## config.mk

```make
export PLATFORM = sky130hd
export DESIGN_NAME = piso_serializer
export DESIGN_NICKNAME = d
export VERILOG_FILES = /design/src/rtl/piso_serializer.sv
export SDC_FILE = /design/constraint.sdc
export NUM_CORES = 1
export LEC_CHECK = 0
export ABC_AREA = 1
export BUFFER_PORTS_ARGS = -buffer_cell sky130_fd_sc_hd__buf_2
export CORE_ASPECT_RATIO = 1.4
export CORE_MARGIN = 2
export CORE_UTILIZATION = 54
export DETAILED_ROUTE_END_ITERATION = 7
export GPL_TIMING_DRIVEN = 0
export PLACE_DENSITY = 0.83
export RECOVER_POWER = 50
export REMOVE_ABC_BUFFERS = 1
export SLEW_MARGIN = 20
export SYNTH_ARGS = -nofsm -noshare
export SYNTH_HDL_FRONTEND = slang
export SYNTH_SLANG_ARGS = --single-unit
```

## constraint.sdc

```tcl
create_clock -name clk -period 1.78 [get_ports clk]
set_input_delay 0.267 -clock clk [delete_from_list [all_inputs] [get_ports clk]]
set_output_delay 0.267 -clock clk [all_outputs]
set_load 0.05 [all_outputs]
```

## src/rtl/piso_serializer.sv

```systemverilog
// Parallel-in, serial-out transmitter with a one-word holding buffer and
// frame markers; serial state advances only on shift_en ticks.
module piso_serializer #(
  parameter int unsigned WIDTH     = 8,
  parameter bit          MSB_FIRST = 1'b1
) (
  input  logic             clk,
  input  logic             rst,
  input  logic             shift_en,
  input  logic             load_valid,
  input  logic [WIDTH-1:0] load_data,
  output logic             load_ready,
  output logic             sdo,
  output logic             sdo_n,
  output logic             sdo_valid,
  output logic             frame_start,
  output logic             frame_last,
  output logic             busy
);

  localparam int unsigned CW = $clog2(WIDTH + 1);

  typedef enum logic {
    IDLE  = 1'b0,
    SHIFT = 1'b1
  } state_e;

  state_e           state_q, state_d;
  logic [WIDTH-1:0] shift_q, shift_d;
  logic [WIDTH-1:0] hold_q, hold_d;
  logic             hold_full_q, hold_full_d;
  logic [CW-1:0]    bits_left_q, bits_left_d;
  logic             sdo_q, sdo_d;
  logic             sdo_n_q, sdo_n_d;
  logic             sdo_valid_q, sdo_valid_d;
  logic             frame_start_q, frame_start_d;
  logic             frame_last_q, frame_last_d;

  logic             accept;
  logic             do_shift;
  logic             do_load;
  logic [WIDTH-1:0] src_word;
  logic             src_bit;
  logic [WIDTH-1:0] src_shifted;

  always_comb begin
    state_d       = state_q;
    shift_d       = shift_q;
    hold_d        = hold_q;
    hold_full_d   = hold_full_q;
    bits_left_d   = bits_left_q;
    sdo_d         = sdo_q;
    sdo_n_d       = sdo_n_q;
    sdo_valid_d   = sdo_valid_q;
    frame_start_d = frame_start_q;
    frame_last_d  = frame_last_q;

    accept   = load_valid && !hold_full_q;
    do_shift = shift_en && (state_q == SHIFT) && (bits_left_q != '0);
    do_load  = shift_en && !do_shift && hold_full_q;

    // Loading and shifting share one bit-select/shift path; the source word
    // is the hold register on a load, the shift register otherwise.
    src_word = do_load ? hold_q : shift_q;
    if (MSB_FIRST) begin
      src_bit     = src_word[WIDTH-1];
      src_shifted = src_word << 1;
    end else begin
      src_bit     = src_word[0];
      src_shifted = src_word >> 1;
    end

    if (accept) begin
      hold_d      = load_data;
      hold_full_d = 1'b1;
    end

    if (do_shift || do_load) begin
      sdo_d         = src_bit;
      sdo_n_d       = ~src_bit;
      shift_d       = src_shifted;
      sdo_valid_d   = 1'b1;
      frame_start_d = do_load;
      frame_last_d  = do_shift && (bits_left_q == CW'(1));
      bits_left_d   = do_load ? CW'(WIDTH - 1) : bits_left_q - CW'(1);
      if (do_load) begin
        hold_full_d = 1'b0;
      end
    end else if (shift_en) begin
      sdo_valid_d   = 1'b0;
      frame_start_d = 1'b0;
      frame_last_d  = 1'b0;
    end

    state_d = ((bits_left_d != '0) || sdo_valid_d) ? SHIFT : IDLE;
  end

  always_ff @(posedge clk) begin
    if (rst) begin
      state_q       <= IDLE;
      shift_q       <= '0;
      hold_q        <= '0;
      hold_full_q   <= 1'b0;
      bits_left_q   <= '0;
      sdo_q         <= 1'b0;
      sdo_n_q       <= 1'b1;
      sdo_valid_q   <= 1'b0;
      frame_start_q <= 1'b0;
      frame_last_q  <= 1'b0;
    end else begin
      state_q       <= state_d;
      shift_q       <= shift_d;
      hold_q        <= hold_d;
      hold_full_q   <= hold_full_d;
      bits_left_q   <= bits_left_d;
      sdo_q         <= sdo_d;
      sdo_n_q       <= sdo_n_d;
      sdo_valid_q   <= sdo_valid_d;
      frame_start_q <= frame_start_d;
      frame_last_q  <= frame_last_d;
    end
  end

  assign load_ready  = ~hold_full_q;
  assign sdo         = sdo_q;
  assign sdo_n       = sdo_n_q;
  assign sdo_valid   = sdo_valid_q;
  assign frame_start = frame_start_q;
  assign frame_last  = frame_last_q;
  assign busy        = sdo_valid_q | hold_full_q;

endmodule

```

==> out/results.ini <==
[routing]
route.detailed.drc = 0
via_per_inst = 5.28
routed_wl_mm = 2.19
dr_total_vias = 1013
first_pass_iters = 6
drtAntennaViolNets = 0
wl_per_cell_um = 11.4
dr.first_iter.drc_count = 18

[synth]
syn_avg_cell_area_um2 = 7.47
yosysTopAreaCell = dfxtp_1
yosysSeqAreaShare_pct = 45.0
synth_area_mm2 = 0.00116
synth_top_area_share_pct = 45.0
yosysWarnings = 0
syn_inst = 155
synthTopCellsByArea = dfxtp_1 45%, nand3_1 7.8%, nand2_1 7.1%, inv_1 6.8%, nor2_1 6.5%
synth_seq_cells = 26
synth_cell_types = 22

[finish]
final_core_util_pct = 63.9
fin_nets = 186
syn_to_final_growth_pct = 10.3
final_cell_mix = 25 x dfxtp_1, 21 x inv_1, 21 x nand2_1
mostFrequentLayoutCell = dfxtp_1
fin_area_mm2 = 0.00128
nFillCells = 192
antennaDiodeCount = 0
layout-drive-gt1-share_pct = 14.6

[pwr]
p_leak_nw = 0.619
swShare_pct = 30.3
vdd_ir_drop_max_uv = 806
power_frac_comb_pct = 21.8
intPower_mw = 0.963
switching_power_mw = 0.417
p_clk_share_pct = 29.4
power.density_mw_per_mm2 = 1080
pwr-share-seq_pct = 48.8

[worst_setup_path]
path_class = flip-flop to flip-flop
path_max_fanout = 12
crit_family = simple AND/OR/NAND/NOR gates
worstSetupStartpointType = flip-flop
crit_chain = inv_1 > ha_1 > nand2_2 > nand2_4 > nand2_4 > nand2_1 > nor2_1 > nand3_1 > nor2_1 > nor2_1
crit_top_cell = nor2_1
crit_required_ns = 2.02
cp.buffers_inverters = 1
cp.arrival_ns = 1.82
slowest_delay_ns = 0.38
critPathCaptureType = flip-flop
crit_slowest_cell = dfxtp_2

[clocking]
numClockSinks = 26
holdBufCountCts = 0
clk_pin_slew_ns = 0.14
cts-root-buf = clkbuf_4
numCtsBuffers = 3
clockBufferDepth = 2
cts_setup_buffers = 0
ctsHtreeMaxLevel = 1
cts_resized = 1
insertion_delay_ns = 0.33
cts_tree = yes

[placement]
placed_area_mm2 = 0.00122
gp_congestion = 0.858
io_buffers = 18
hpwl_mm = 1.61

[sta]
finalHoldViolations = 0
max_slew_margin_pct = 60.3
fmaxAchievable_mhz = 634
rsz0062_at_grt = false
setup_viol = 0
slew_viol_final = 0
fin_skew_ns = 0.00497
finalCritPeriodShare_pct = 88.6
worst_pin_slew_ns = 0.597
fin_crit_ns = 1.58

[grt]
antenna_found_initial = 0
grt_max_degree = 19
grt_overflow = 0
grt_use_total_pct = 19.4
grt_pass1_wl_mm = 3.83
grt_pass1_vias = 967

[die]
io_pins = 19
start_util_pct = 58.0
fp.dieH_um = 58.8
die_area_mm2 = 0.00253
rows = 19
die_w_um = 43.1
core_mm2 = 0.00200

[status]
status = completed

[run]
maxCapViolCount = 0

[worst_hold_path]
hold_path.class = input port to flip-flop

## worst register-to-register path: cells and delay by family, from the launching register on
kind | cells | cell delay, ns
adder cells (fa/ha/maj) | 1 | 0.23
buffers and inverters | 1 | 0.06
flip-flops | 1 | 0.38
AND/OR/NAND/NOR | 8 | 0.82
## logic make-up (layout without fill, tap and decap cells)
kind of cell | count (synthesis) | in the layout | share of synthesized area (%)
buffers and inverters | 30 | 46 | 13.1
DFF | 26 | 26 | 45.0
adders and majority gates | 2 | 2 | 2.16
and+or+nand+nor | 67 | 67 | 25.4
AOI/OAI and AO/OA | 30 | 30 | 14.4
## power groups by stage
stage | Combinational (mW) | Sequential (mW) | Clock (mW)
3_5_place_dp | 0.299 | 0.685 | 0
5_1_grt | 0.338 | 0.681 | 0.428
6_report | 0.301 | 0.673 | 0.406
4_1_cts | 0.303 | 0.672 | 0.407
3_3_place_gp | 0.288 | 0.682 | 0
2_1_floorplan | 0.198 | 0.712 | 0
## state kept, by name, summed over array words and instances, names as in the netlist
signal       cells
hold_q           8
shift_q          7
bits_left_q      4
frame_last       1
frame_start      1
hold_full_q      1
sdo              1
sdo_n            1
sdo_valid        1
state_q          1
## layer usage
| metal | wire [µm] | vias up | GRT usage [%] |
|---|---|---|---|
| met2 | 1160 | 27 | 36.7 |
| met3 | 97 | 5 | 1.84 |
| met1 | 905 | 447 | 21.6 |
| li1 | - | 534 | - |
| met4 | 32 | 0 | 8.23 |
| met5 | 0 | - | 0 |
## area by class of cell
class                   count  area (µm²)  area share, %
clock buffers               3        22.5           1.76
clock inverters             1        30.0           2.35
inverters                  24        95.1           7.45
multi-input cells          99         498           39.0
flip-flops and latches     26         522           40.9
well taps                  21        26.3           2.06
repair buffers             18        82.6           6.47
## cell usage after synthesis
cell      number
buf_6          2
nand3_1       18
inv_2          2
nand2_1       22
clkbuf_1       1
nand2_4        1
o211ai_1       4
ha_1           2
o22ai_1        1
o21ai_0       15
dfxtp_1       26
inv_1         21
nand4_1        1
nor2_2         1
buf_2          2
nor3_1         2
a21oi_1        8
nor2_1        20
nand2_2        2
buf_12         1
o21bai_1       2
inv_6          1
## per-stage QoR
step           power (mW)  hold WS, ns  setup TNS (ns)  cells  setup WS (ns)
2_1_floorplan       0.910        0.336               0    149          0.270
3_3_place_gp        0.970        0.441               0    188         0.0663
3_5_place_dp        0.984        0.445         -0.0304    188        -0.0201
4_1_cts              1.38        0.181               0    192         0.0740
5_1_grt              1.45        0.201               0    192         0.0430
6_report             1.38        0.175               0    192          0.203
## path summary, 6_finish.rpt
path	startpoint	endpoint	slack, ns	cells past startpoint
setup / recovery	bits_left_q[0]$_SDFF_PP0_	state_q$_SDFF_PP0_	0.20	10
hold / removal	load_data[5]	hold_q[5]$_SDFFE_PP0P_	0.18	3
setup reg to reg	bits_left_q[0]$_SDFF_PP0_	state_q$_SDFF_PP0_	0.20	10
hold reg to reg	hold_q[2]$_SDFFE_PP0P_	hold_q[2]$_SDFFE_PP0P_	0.46	2
Power figures use the tool's default switching activity.
